<file path="src/rtl/sdram_arbiter.sv">
// Arbitrates one write port and four read ports onto a single SDRAM controller port.
// Define SDRAM_ARB_ROUND_ROBIN_EN for round-robin read grants; default is fixed priority.
module sdram_arbiter #(
  parameter int unsigned ADDR_WIDTH  = 23,
  parameter int unsigned DATA_WIDTH  = 32,
  parameter int unsigned MAX_PENDING = 2
) (
  input  logic                    clk,
  input  logic                    reset_n,
  input  logic [ADDR_WIDTH-1:0]   wr_addr,
  input  logic [DATA_WIDTH-1:0]   wr_data,
  input  logic                    wr_req,
  output logic                    wr_ack,
  input  logic [4*ADDR_WIDTH-1:0] rd_addr,
  input  logic [3:0]              rd_req,
  output logic [3:0]              rd_ack,
  output logic [3:0]              rd_valid,
  output logic [4*DATA_WIDTH-1:0] rd_data,
  output logic                    err,
  output logic [ADDR_WIDTH-1:0]   sdram_addr,
  output logic [DATA_WIDTH-1:0]   sdram_data,
  output logic                    sdram_we,
  output logic                    sdram_req,
  input  logic                    sdram_ack,
  input  logic                    sdram_valid,
  input  logic [DATA_WIDTH-1:0]   sdram_q
);

  typedef enum logic {StIdle, StBusy} state_e;

  localparam logic [2:0] MaxPend = 3'(MAX_PENDING);

  state_e                  state_q, state_d;
  logic [1:0]              owner_q, owner_d;
  logic                    req_q, req_d;
  logic                    we_q, we_d;
  logic [ADDR_WIDTH-1:0]   addr_q, addr_d;
  logic [DATA_WIDTH-1:0]   data_q, data_d;

  // Tag FIFO: owner of each accepted read, in controller return order.
  logic [1:0]              tag_mem_q [4];
  logic [1:0]              head_q, tail_q;
  logic [2:0]              count_q;

  logic [3:0]              rd_valid_q;
  logic [4*DATA_WIDTH-1:0] rd_data_q;
  logic                    err_q;

  logic                    rd_any;
  logic [1:0]              rd_sel;
  logic                    pending_ok;
  logic                    rd_grant;
  logic                    accept;
  logic                    push;
  logic                    pop;
  logic [1:0]              head_tag;

  assign pending_ok = count_q < MaxPend;
  assign rd_grant   = (state_q == StIdle) && !wr_req && rd_any && pending_ok;
  assign accept     = (state_q == StBusy) && sdram_ack;
  assign push       = accept && !we_q;
  assign pop        = sdram_valid && (count_q != 3'd0);
  assign head_tag   = tag_mem_q[head_q];

`ifdef SDRAM_ARB_ROUND_ROBIN_EN
  logic [1:0] rr_q;

  // Walk from rr_q+4 down to rr_q+1 so that rr_q+1 ends up winning.
  always_comb begin
    logic [1:0] idx;
    rd_any = 1'b0;
    rd_sel = '0;
    for (int i = 4; i >= 1; i--) begin
      idx = rr_q + 2'(i);
      if (rd_req[idx]) begin
        rd_any = 1'b1;
        rd_sel = idx;
      end
    end
  end

  always_ff @(posedge clk or negedge reset_n) begin
    if (!reset_n) begin
      rr_q <= 2'd3;
    end else if (rd_grant) begin
      rr_q <= rd_sel;
    end
  end
`else
  always_comb begin
    rd_any = 1'b0;
    rd_sel = '0;
    for (int i = 3; i >= 0; i--) begin
      if (rd_req[i]) begin
        rd_any = 1'b1;
        rd_sel = 2'(i);
      end
    end
  end
`endif

  always_comb begin
    state_d = state_q;
    owner_d = owner_q;
    req_d   = req_q;
    we_d    = we_q;
    addr_d  = addr_q;
    data_d  = data_q;
    unique case (state_q)
      StIdle: begin
        if (wr_req) begin
          we_d    = 1'b1;
          addr_d  = wr_addr;
          data_d  = wr_data;
          req_d   = 1'b1;
          state_d = StBusy;
        end else if (rd_grant) begin
          owner_d = rd_sel;
          we_d    = 1'b0;
          addr_d  = rd_addr[int'(rd_sel)*ADDR_WIDTH +: ADDR_WIDTH];
          data_d  = '0;
          req_d   = 1'b1;
          state_d = StBusy;
        end
      end
      StBusy: begin
        if (sdram_ack) begin
          req_d   = 1'b0;
          state_d = StIdle;
        end
      end
      default: state_d = StIdle;
    endcase
  end

  always_comb begin
    rd_ack = '0;
    if (push) rd_ack[owner_q] = 1'b1;
  end

  assign wr_ack = accept && we_q;

  always_ff @(posedge clk or negedge reset_n) begin
    if (!reset_n) begin
      state_q <= StIdle;
      owner_q <= '0;
      req_q   <= 1'b0;
      we_q    <= 1'b0;
      addr_q  <= '0;
      data_q  <= '0;
    end else begin
      state_q <= state_d;
      owner_q <= owner_d;
      req_q   <= req_d;
      we_q    <= we_d;
      addr_q  <= addr_d;
      data_q  <= data_d;
    end
  end

  always_ff @(posedge clk or negedge reset_n) begin
    if (!reset_n) begin
      for (int i = 0; i < 4; i++) tag_mem_q[i] <= '0;
      head_q  <= '0;
      tail_q  <= '0;
      count_q <= '0;
    end else begin
      if (push) begin
        tag_mem_q[tail_q] <= owner_q;
        tail_q            <= tail_q + 2'd1;
      end
      if (pop) head_q <= head_q + 2'd1;
      case ({push, pop})
        2'b10:   count_q <= count_q + 3'd1;
        2'b01:   count_q <= count_q - 3'd1;
        default: ;
      endcase
    end
  end

  // A return with nothing outstanding is dropped and flagged until reset.
  always_ff @(posedge clk or negedge reset_n) begin
    if (!reset_n) begin
      rd_valid_q <= '0;
      rd_data_q  <= '0;
      err_q      <= 1'b0;
    end else begin
      rd_valid_q <= '0;
      if (pop) begin
        rd_valid_q[head_tag]                                <= 1'b1;
        rd_data_q[int'(head_tag)*DATA_WIDTH +: DATA_WIDTH] <= sdram_q;
      end else if (sdram_valid) begin
        err_q <= 1'b1;
      end
    end
  end

  assign sdram_req  = req_q;
  assign sdram_we   = we_q;
  assign sdram_addr = addr_q;
  assign sdram_data = data_q;
  assign rd_valid   = rd_valid_q;
  assign rd_data    = rd_data_q;
  assign err        = err_q;

endmodule

</file>
<file path="config.mk">
export PLATFORM = sky130hd
export DESIGN_NAME = sdram_arbiter
export DESIGN_NICKNAME = d
export VERILOG_FILES = /design/src/rtl/sdram_arbiter.sv
export SDC_FILE = /design/constraint.sdc
export NUM_CORES = 1
export LEC_CHECK = 0
export ABC_AREA = 1
export BUFFER_PORTS_ARGS = -buffer_cell sky130_fd_sc_hd__buf_2
export CORE_AREA = 2 2 212 151
export CTS_BUF_LIST = sky130_fd_sc_hd__clkbuf_4 sky130_fd_sc_hd__clkbuf_8
export DETAILED_ROUTE_END_ITERATION = 8
export DIE_AREA = 0 0 214 153
export GPL_ROUTABILITY_DRIVEN = 0
export GPL_TIMING_DRIVEN = 0
export PLACE_DENSITY = 0.66
export SETUP_SLACK_MARGIN = 0.5
export SLEW_MARGIN = 20
export SYNTH_ARGS = -nofsm -noshare
export SYNTH_HDL_FRONTEND = slang
export SYNTH_SLANG_ARGS = --single-unit
</file>
<file path="constraint.sdc">
create_clock -name clk -period 1.85 [get_ports clk]
set_input_delay 0.0925 -clock clk [delete_from_list [all_inputs] [get_ports clk]]
set_output_delay 0.0925 -clock clk [all_outputs]
set_load 0.02 [all_outputs]
</file>
Word-level counts from Yosys, hierarchy flattened
Cells that the tools add are included.
{ "totals": {"inputBits": 188, "word_cells": 97, "reg_bits": 208, "output_inout_bits": 195} }
{ "op_classes": {"n_mux": 36, "shifts": 3, "reduce_logical": 19, "n_lt_le_gt_ge": 8, "bitwise": 5, "eq_ne": 4, "add_sub_neg": 5, "mul": 1} }
{ "op_table": {"columns": ["operator", "count"], "rows": [
  ["$bwmux W128", 1],
  ["$shift A32 B34 Y128 const A", 1],
  ["$shiftx A32 B34 Y128", 1],
  ["$shiftx A92 B8 Y23", 1],
  ["$mux W32", 2],
  ["$mux W23", 2],
  ["$neg A7 Y34", 1],
  ["$mux W1", 14],
  ["$mux W2", 7],
  ["$logic_and A1 B1 Y1", 10],
  ["$bwmux W8", 1],
  ["$mux W4", 2],
  ["$mul A2 B5 Y7 const B", 1],
  ["$ge A3 B3 Y1 const B", 2],
  ["$lt A2 B3 Y1 const B", 2],
  ["$not A2 Y3", 2],
  ["$pmux W3 S2", 1],
  ["$reduce_and A2 Y1", 3],
  ["$add A2 B1 Y2 const B", 2],
  ["$bmux W2 S2", 1],
  ["$demux W1 S2", 2],
  ["$demux W2 S2", 1],
  ["$ge A2 B1 Y1 const B", 2],
  ["$pmux W1 S2", 2],
  ["13 further kinds", 17]
]} }

Logic depth before layout (Yosys ltp)
Gate-level depths: netlist of the first run.
{ "logic_depth": {"word_depth": 9, "mapped_depth": 14, "depth_no_buf": 12} }

Worst setup path after synthesis of the first run
Ideal clock, no wire load.
{ "synth_path": {"path_kind": "reg-to-reg", "startpoint": "reg head_q[0]", "endpoint": "reg rd_data_q[12], in the netlist rd_data[12]", "t_required_ns": 1.720, "period_less_slack_ns": 2.045, "setup_slack_ns": -0.195, "path_buffers": 3, "path_stages_with_launch": 12, "setup_ns": 0.130, "arrival_time_ns": 1.915, "path_cell_list": "dfrtp_1 > inv_2 > nand2_1 > nand3_1 > nand2_1 > buf_4 > buf_4 > ha_1 > clkinv_1 > nand2_2 > clkbuf_1 > o21ai_1"} }
{ "synth_via": {"elab_chain_len": 7, "elab_cells_between_ends": 8, "cone_classes": "add/sub (1); shift (2); mux (4); bitwise (1)"} }
{ "synth_rtl": {"columns": ["item", "line_no", "text"], "rows": [
  ["start, declared", "42", "logic [1:0] head_q, tail_q;"],
  ["start signal, assigned", "172", "if (pop) head_q <= head_q + 2'd1;"],
  ["$not A2 Y3 (not written as such) (*)", "63", "assign head_tag = tag_mem_q[head_q];"],
  ["$bmux W2 S2 (*)", "63", null],
  ["$mux W2 (not written as such) (*) (2 in series)", "63", null],
  ["$neg A7 Y34 (*)", "191", "rd_data_q[int'(head_tag)*DATA_WIDTH +: DATA_WIDTH] <= sdram_q;"],
  ["$shiftx A32 B34 Y128 or $shift A32 B34 Y128 (tied branches)", "191", null],
  ["$bwmux W128 (*)", "191", null],
  ["end signal, assigned by index", "191", null],
  ["end, declared", "46", "logic [4*DATA_WIDTH-1:0] rd_data_q;"]
]} }
Mark *: on every way between the ends. The rest lies on a longest branch, timed or not. The select of a mux whose other input is x is not followed.
A chain may end at the register's enable or synchronous reset.

Final worst setup path of the first run
{ "layout_path": {"startpoint": "reg head_q[0]", "endpoint": "reg rd_data_q[88], in the netlist rd_data[88]"} }
Same word-level chain as after synthesis.

==> impl_metrics.yaml, run 1 <==
die:
  rows: 54
  die_h_um: 153
  boundaryPins: 383
  die_w_um: 214
  initial_utilization_pct: 32.7
  coreArea_um2: 30700
  dieArea_um2: 32700
worst_setup_path:
  cp_max_fo: 7
  worstReg2RegEnd: "rd_data[88]$_DFFE_PN0P_"
  cp-start-kind: "register"
  worstPathRequired_ns: 2.33
  rr_worst_depth: 13
  reg2reg_from: "head_q[0]$_DFFE_PN0P_"
  endpoint_kind: "register"
  critPathKind: "reg2reg"
  r2r_slack_ns: -0.27
  worstPathArrival_ns: 2.60
  crit_start: "head_q[0]$_DFFE_PN0P_"
  setup.worst_path.end: "rd_data[88]$_DFFE_PN0P_"
sta:
  fmax_ghz: 0.472
  final-setup-viol-count: 128
  drv_slew: 0
  rsz0062_at_grt: "true"
  fin_crit_sh_pct: 115
  finalHoldViolations: 0
  final.min_clock_period_ns: 2.12
  worst_slack_ns: -0.268
  worst_pin_slew_ns: 0.888
  maxSlewHeadroom_pct: 40.8
  fin_skew_ns: 0.0121
yosys:
  async_flop_share_pct: 100
  synthesis.area_um2: 10000
  synth_cell_type_count: 28
  synth_seq_cells: 208
  synthTopCellsByArea: "dfrtp_1 (52%), nand2_1 (12%), nand3_1 (11%), o21ai_0 (8.2%), inv_1 (2.8%)"
  syn_avg_cell_area_um2: 7.98
  ys_warn_count: 0
  synth_cells: 1258
  yosysTopAreaCell: "dfrtp_1"
  yosysMostFrequentCell: "nand2_1"
  netlist.area_leader.share_pct: 51.9
  synthFlopType: "dfrtp_1"
  ys_seq_area_share_pct: 51.9
  syn-num-nets: 1458
  synth_edf_count: 0
  synth_commonest_cells: "nand2_1 (326), nand3_1 (214), dfrtp_1 (208)"
pwr:
  cellPowerDensity_nw_per_um2: 1770
  p_seq_share_pct: 24.1
  leakage_nw: 9.30
  cell_internal_pwr_mw: 16.9
  finalPower_mw: 31.9
  peakVddDrop_mv: 0.937
  netSwitchingPower_mw: 15.0
  share_clk_of_total_power_pct: 15.2
  combPwrFrac_pct: 60.8
  swShare_pct: 46.9
grt:
  grt_max_degree: 90
  first_global_vias: 12209
  grt_overflow: 0
  antenna_found_initial: 6
  grt_pass1_wl_mm: 68.0
  grt_usage_pct: 26.6
cells_and_area:
  multi_input_area_um2: 5380
  syn2layout_area_growth_pct: 79.5
  design_area_um2: 18000
  fill_cells: 2486
  ff_latch_area_um2: 5210
  drive_above_1_share_pct: 44.8
  final_nets: 2135
outcome:
  violations: "negative setup slack"
  outcome: "finished with violations"
clocking:
  htree_levels: 2
  cts_buffers: 35
  cts_sinks: 208
  cts_buffer_depth: 3
  clk_latency_ns: 0.54
  path_clk_slew_ns: 0.07
  cts-root-buf: "clkbuf_8"
  cts_tree: "done"
routing:
  vias_per_cell: 5.18
  drt_wl_total_mm: 46.2
  wl_per_cell_um: 19.3
  vias: 12371
  drt.antenna.violating_nets: 0
  first_iter_violations: 1144
  dr.pass1.iters: 5
  drc_errors: 0
run:
  maxCapViolCount: 0
min_path:
  hp-start: "sdram_valid"
  hp-class: "in2reg"
placement:
  port_buffers: 381
  place_area_um2: 12900
  dp_hpwl_mm: 29.0
==> metrics by stage <==
stage,util (%),TNS (ns),instances,worst slack [ns],hold slack (ns)
4_1_cts,55.1,-15.61,2351,-0.190,-0.147
5_1_grt,58.6,-35.45,2387,-0.337,0.0440
6_report,58.6,-23.24,2387,-0.268,0.0428
3_3_place_gp,41.7,-657.46,2059,-2.94,0.290
2_1_floorplan,-,0,1258,0.0484,-0.203
3_5_place_dp,42.0,-56.49,2061,-0.538,-0.0204
==> power groups by stage <==
stage	logic (mW)	registers [mW]	clock network, mW
after floorplan	6.26	9.39	0
after global placement	12.6	7.45	0
after detailed placement	12.8	7.49	0
after CTS	17.1	7.50	4.89
after global routing	20.5	7.87	5.10
final	19.4	7.68	4.84
==> placed cells by master (no fill, tap or decap), types with 12 or more instances in the layout <==
master	synthesis	routed
buf_2	46	406
nand2_1	326	245
dfrtp_1	208	206
dlygate4sd3_1	0	183
nand3_1	214	170
o21ai_0	165	125
inv_1	76	60
nand2_2	6	53
clkbuf_8	0	50
nand3_2	0	44
buf_4	8	42
o21ai_2	0	41
o21ai_1	41	40
nor2_4	2	38
nor2_1	63	29
buf_6	5	27
nand2_4	1	26
buf_8	0	19
a21oi_2	1	19
inv_2	8	14
clkbuf_16	0	14
clkbuf_1	32	12
==> kinds of logic after synthesis <==
logic type	Yosys count	share of synthesized area [%]
buffers and inverters	179	7.98
DFF	208	51.9
adders and majority gates	12	1.57
and+or+nand+nor	621	26.5
AOI/OAI and AO/OA	234	11.8
xor gates and xnor gates	4	0.349
==> how the worst min path moves through the flow <==
stage                                            end  slack (ns)  cells past startpoint
after floorplan               count_q[0]$_DFFE_PN0P_       -0.20                      0
after global placement             state_q$_DFF_PN0_        0.29                      2
after detailed placement    rd_data[125]$_DFFE_PN0P_       -0.02                      1
after global routing      sdram_addr[14]$_DFFE_PN0P_        0.04                      5
after CTS                            err$_DFFE_PN0P_       -0.15                      2
final                          head_q[0]$_DFFE_PN0P_        0.04                      6
==> flip-flops by register name, indices dropped and copies added (netlist names), 2 cells and up <==
register    count
rd_data       128
rd_valid        4
tail_q          2
sdram_data     32
sdram_addr     23
head_q          2
tag_mem_q       8
count_q         3
owner_q         2
==> layer usage <==
layer / track usage [%] / part of all wire [%] / vias up
met5: 0 / 0 / -
met4: 12.8 / 4.9 / 0
met3: 6.85 / 8.6 / 160
met2: 43.2 / 47 / 724
met1: 33.1 / 40 / 5979
li1: - / - / 5508
==> cell type report <==
class	instances	area share (%)
multi-input combinational	872	29.8
sequential	208	28.9
timing repair buffer	638	26.7
buffer	94	4.87
clock buffer	56	4.07
tap	420	2.92
inverter	85	2.06
clock inverter	7	0.521
timing repair inverter	1	0.0903
antenna	6	0.0833
==> critical path, cell delays in order (launching register included) <==
cell	delay, ns
dfrtp_2	0.45
inv_4	0.10
nand2_4	0.05
a32oi_4	0.31
inv_2	0.11
ha_4	0.19
inv_4	0.07
buf_12	0.15
buf_6	0.12
buf_16	0.15
nand2_4	0.07
nor2_4	0.10
nand3_2	0.11
nand2_1	0.07
==> timing repair <==
action | CTS | global route
endpoints found under the hold margin | 395 | 1
setup endpoints to repair | 200 | 218
hold buffers | 183 | 1
pin swaps | 40 | 84
gates resized for setup | 237 | 222
buffers inserted | 28 | 23
cloned | 16 | 6
Note: power is estimated with default switching activity, not from simulation.
==> run 2, diff against run 1 <==
==> constraint.sdc (replaced) <==
create_clock -name clk -period 1.85 [get_ports clk]
set_input_delay 0.0925 -clock clk [delete_from_list [all_inputs] [get_ports clk]]
set_output_delay 0.0925 -clock clk [all_outputs]
set_load 0.1 [all_outputs]
==> run 2 against run 1 <==
Effect of this change:
- critical path type unchanged
- fmax grew 3.6%
- setup slack gained 0.074 ns
- sequential share of layout area shrank 0.32 points
- die area is the same
- first-iteration DRC count shrank 15%
- routed wire length shrank 1.5%
- via count shrank 0.16%
- sequential cell count is the same
- cell count shrank 0.13%
- the flow still finishes with violations (negative setup slack)
- critical path depth grew 1
- highest routed layer unchanged
==> impl_metrics.yaml, run 2 (same netlist as run 1, synthesis figures left out) <==
worst_setup_path:
  crit_cells: 14
  worstPathArrival_ns: 2.53
  crit_start: "head_q[0]$_DFFE_PN0P_"
  worstPathRequired_ns: 2.33
  endpoint_kind: "register"
  crit_slowest_cell: "dfrtp_2"
  crit_buf_inv: 6
  reg2reg_from: "head_q[0]$_DFFE_PN0P_"
  rr_worst_depth: 14
  critPathKind: "reg2reg"
  crit_chain: "inv_4 > nand2_1 > nand3_2 > nand2_4 > buf_8 > buf_8 > ha_4 > inv_4 > buf_12 > clkbuf_16 > nand2_2 > nor2_4 > nand3_2 > nand2_1"
  slowest_delay_ns: 0.46
  cp-start-kind: "register"
  critical_path.top_delay_family: "buffers and inverters"
  cp_max_fo: 8
clocking:
  clk_latency_ns: 0.55
  cts_buffers: 37
  cts_buffer_depth: 3
  htree_levels: 2
  cts-root-buf: "clkbuf_8"
  cts_tree: "done"
  path_clk_slew_ns: 0.07
  cts_sinks: 208
die:
  coreArea_um2: 30700
  die_w_um: 214
  initial_utilization_pct: 32.7
  die_h_um: 153
  boundaryPins: 383
  rows: 54
  dieArea_um2: 32700
grt:
  grt_overflow: 0
  first_global_vias: 12421
  grt_max_degree: 95
  antenna_found_initial: 0
  grt_usage_pct: 26.4
  grt_pass1_wl_mm: 68.2
cells_and_area:
  ff_latch_area_um2: 5220
  largest_reg_flops: 128
  post-route-util_pct: 59.4
  multi_input_area_um2: 5390
  fill_cells: 2502
  final_cell_mix: "buf_2 (381), nand2_1 (233), dfrtp_1 (199)"
  drive_above_1_share_pct: 45.0
  layout_commonest_cell: "buf_2"
  syn2layout_area_growth_pct: 81.9
  diodes: 0
  final_nets: 2137
routing:
  drt_wl_total_mm: 45.5
  first_iter_violations: 973
  vias_per_cell: 5.18
  wl_per_cell_um: 19.1
  vias: 12351
  dr.pass1.iters: 7
  drt.antenna.violating_nets: 0
  drc_errors: 0
min_path:
  hp-start: "sdram_valid"
  min_path_cells: 6
  hp-class: "in2reg"
outcome:
  outcome: "finished with violations"
  violations: "negative setup slack"
sta:
  final.min_clock_period_ns: 2.04
  finalHoldViolations: 0
  final-setup-viol-count: 130
  maxSlewHeadroom_pct: 60.6
  fin_crit_sh_pct: 111
  fmax_ghz: 0.489
  rsz0062_at_grt: "true"
  worst_slack_ns: -0.194
  fin_skew_ns: 0.0250
  worst_pin_slew_ns: 0.591
  drv_slew: 0
  whs_ns: 0.0285
placement:
  port_buffers: 381
  dp_hpwl_mm: 27.9
run:
  maxCapViolCount: 0
[run 2: stage by stage]
step	cell area [um2]	TNS [ns]	worst slack, ns	instances
after floorplan	10400	0	0.0557	1258
after global routing	18300	-26.33	-0.264	2384
after global placement	12800	-666.27	-3.77	2059
after CTS	17500	-15.60	-0.191	2373
final	18300	-15.20	-0.194	2384
after detailed placement	12900	-41.58	-0.420	2061
[run 2: cell type report]
type / count / share of cell area (%)
inverter: 85 / 2.03
clock buffer: 54 / 3.73
buffer: 94 / 4.89
timing repair inverter: 1 / 0.0617
tap: 420 / 2.88
sequential: 208 / 28.6
multi-input combinational: 871 / 29.5
timing repair buffer: 639 / 27.8
clock inverter: 12 / 0.507
[run 2: per-layer routing]
metal	part of all wire [%]	track usage (%)	wire length (um)	vias to the layer above
met5	0	0	0	-
li1	-	-	-	5505
met3	9.3	7.36	4240	175
met1	41	33.9	18500	5937
met4	5.0	13.6	2290	0
met2	45	41.0	20400	734
[run 2: final timing paths]
check / endpoint / slack, ns
setup / recovery: rd_data[74]$_DFFE_PN0P_ / -0.19
hold / removal: head_q[0]$_DFFE_PN0P_ / 0.03
setup reg to reg: rd_data[74]$_DFFE_PN0P_ / -0.19
hold reg to reg: err$_DFFE_PN0P_ / 0.47
max in group asynchronous: sdram_we$_DFFE_PN0P_ / 1.14
min in group asynchronous: rd_valid[2]$_DFF_PN0_ / 0.10
[run 2: timing repair]
item	4_1_cts	5_1_grt
hold buffers	183	0
endpoints found under the setup margin	389	393
gates cloned	20	3
buffers inserted	43	8
hold endpoints to repair	394	0
resized for setup	371	200
pin swaps	57	59
[run 2: worst reg2reg max path, stage by stage, from the launching register on]
cell,delay (ns)
dfrtp_2,0.46
inv_4,0.09
nand2_1,0.07
nand3_2,0.09
nand2_4,0.07
buf_8,0.12
buf_8,0.12
ha_4,0.15
inv_4,0.07
buf_12,0.16
clkbuf_16,0.19
nand2_2,0.08
nor2_4,0.15
nand3_2,0.08
nand2_1,0.08
Power of run 2 is left out: the tool's default activity adds up to more than one toggle a clock period on the data nets, which glitch-free logic cannot reach.
==> run 3, diff against run 2 <==
--- a/config.mk
+++ b/config.mk
@@ -8,7 +8,7 @@
 export ABC_AREA = 1
 export BUFFER_PORTS_ARGS = -buffer_cell sky130_fd_sc_hd__buf_2
 export CORE_AREA = 2 2 212 151
-export CTS_BUF_LIST = sky130_fd_sc_hd__clkbuf_4 sky130_fd_sc_hd__clkbuf_8
+export CTS_BUF_LIST = sky130_fd_sc_hd__clkbuf_8
 export DETAILED_ROUTE_END_ITERATION = 8
 export DIE_AREA = 0 0 214 153
 export GPL_ROUTABILITY_DRIVEN = 0
==> run 3 against run 2 <==
Effect of this change:
- the run still ends with negative setup slack left
- cell count hardly changed
- via count is 0.80% lower
- cell area is 1.3% lower
- critical path depth stayed put
- largest cell class unchanged
- highest routed layer unchanged
==> impl_metrics.yaml, run 3 (same netlist as run 1, synthesis figures left out) <==
outcome:
  outcome: "finished with violations"
  violations: "negative setup slack"
grt:
  grt_overflow: 0
  grt_usage_pct: 26.1
  grt_max_degree: 95
  grt_pass1_wl_mm: 67.4
  first_global_vias: 12190
  antenna_found_initial: 1
die:
  initial_utilization_pct: 32.7
  rows: 54
  coreArea_um2: 30700
  die_w_um: 214
  dieArea_um2: 32700
  boundaryPins: 383
  die_h_um: 153
cells_and_area:
  final_nets: 2135
  final_cell_mix: "buf_2 (387), nand2_1 (240), dfrtp_1 (200)"
  drive_above_1_share_pct: 43.6
  largest_reg_flops: 128
  post-route-util_pct: 58.6
  layout_commonest_cell: "buf_2"
  final_cells: 2383
  syn2layout_area_growth_pct: 79.6
sta:
  maxSlewHeadroom_pct: 61.7
  fmax_ghz: 0.485
  finalHoldViolations: 0
  fin_crit_sh_pct: 111
  worst_slack_ns: -0.210
  final.min_clock_period_ns: 2.06
  worst_pin_slew_ns: 0.575
  final-setup-viol-count: 129
  rsz0062_at_grt: "true"
  drv_slew: 0
  fin_skew_ns: 0.0249
placement:
  dp_hpwl_mm: 27.9
  port_buffers: 381
  post-place-cells: 2061
worst_setup_path:
  worstPathRequired_ns: 2.33
  endpoint_kind: "register"
  worstPathArrival_ns: 2.54
  cp_max_fo: 8
  critPathKind: "reg2reg"
  cp-start-kind: "register"
clocking:
  cts-root-buf: "clkbuf_8"
  path_clk_slew_ns: 0.07
  cts_buffer_depth: 3
  cts_buffers: 37
  cts_sinks: 208
  clk_latency_ns: 0.55
  htree_levels: 2
  cts_tree: "done"
routing:
  drt.antenna.violating_nets: 0
  dr.pass1.iters: 5
  drc_errors: 0
  vias: 12252
  vias_per_cell: 5.14
  wl_per_cell_um: 18.9
  drt_wl_total_mm: 45.0
  first_iter_violations: 879
run:
  maxCapViolCount: 0
min_path:
  hp-class: "in2reg"
[run 3: per-stage QoR]
stage	instance area (um2)	hold WS [ns]	setup TNS [ns]	setup slack, ns
after floorplan	10400	-0.203	0	0.0557
after global placement	12800	0.292	-666.27	-3.77
after detailed placement	12900	-0.0397	-41.58	-0.420
after CTS	17200	-0.00161	-15.75	-0.191
after global routing	18000	0.0714	-27.33	-0.258
final	18000	0.0356	-15.58	-0.210
[run 3: timing repair]
| item | 4_1_cts | 5_1_grt |
|---|---|---|
| gates cloned | 19 | 5 |
| setup buffers | 37 | 11 |
| resized for setup | 315 | 229 |
| hold endpoints to repair | 394 | 0 |
| setup endpoints to repair | 389 | 400 |
| hold buffers | 183 | 0 |
| pin swaps | 58 | 63 |
[run 3: per-layer routing]
layer  up-vias  track usage, %  part of all wire, %
li1       5492               -                    -
met1      5830            33.5                   40
met2       753            40.5                   45
met3       177            8.04                   10
met4         0            12.2                  5.0
met5         -               0                    0
[run 3: worst paths after layout]
kind,from,to,slack [ns],cells after the start
max in group asynchronous,reset_n,sdram_we$_DFFE_PN0P_,1.16,3
max reg2reg,head_q[0]$_DFFE_PN0P_,rd_data[71]$_DFFE_PN0P_,-0.21,14
min in group asynchronous,reset_n,rd_data[87]$_DFFE_PN0P_,0.11,3
max,head_q[0]$_DFFE_PN0P_,rd_data[71]$_DFFE_PN0P_,-0.21,14
min reg2reg,err$_DFFE_PN0P_,err$_DFFE_PN0P_,0.47,1
min,sdram_valid,head_q[0]$_DFFE_PN0P_,0.04,6
[run 3: final cells by class]
cell class / count / area [um2]
clock inverters: 22 / 130
plain buffers: 94 / 908
well taps: 420 / 526
repair buffers: 637 / 5000
clock buffers: 44 / 606
flip-flops and latches: 208 / 5220
diodes: 1 / 2.50
repair inverters: 1 / 8.76
multi-input cells: 871 / 5250
inverters: 85 / 379
fillers: 2552 / 12700
[run 3: worst max-delay path: stages, from the launching register on]
cell and delay [ns]:
dfrtp_2 0.46, inv_4 0.11, nand2_2 0.06, nand3_2 0.09, nand2_4 0.07, buf_8 0.12, buf_8 0.11, ha_4 0.15
inv_4 0.07, buf_12 0.16, buf_12 0.13, nand2_1 0.12, nor2_4 0.14, nand3_1 0.11, nand2_1 0.07
Power of run 3 is left out for the same reason.
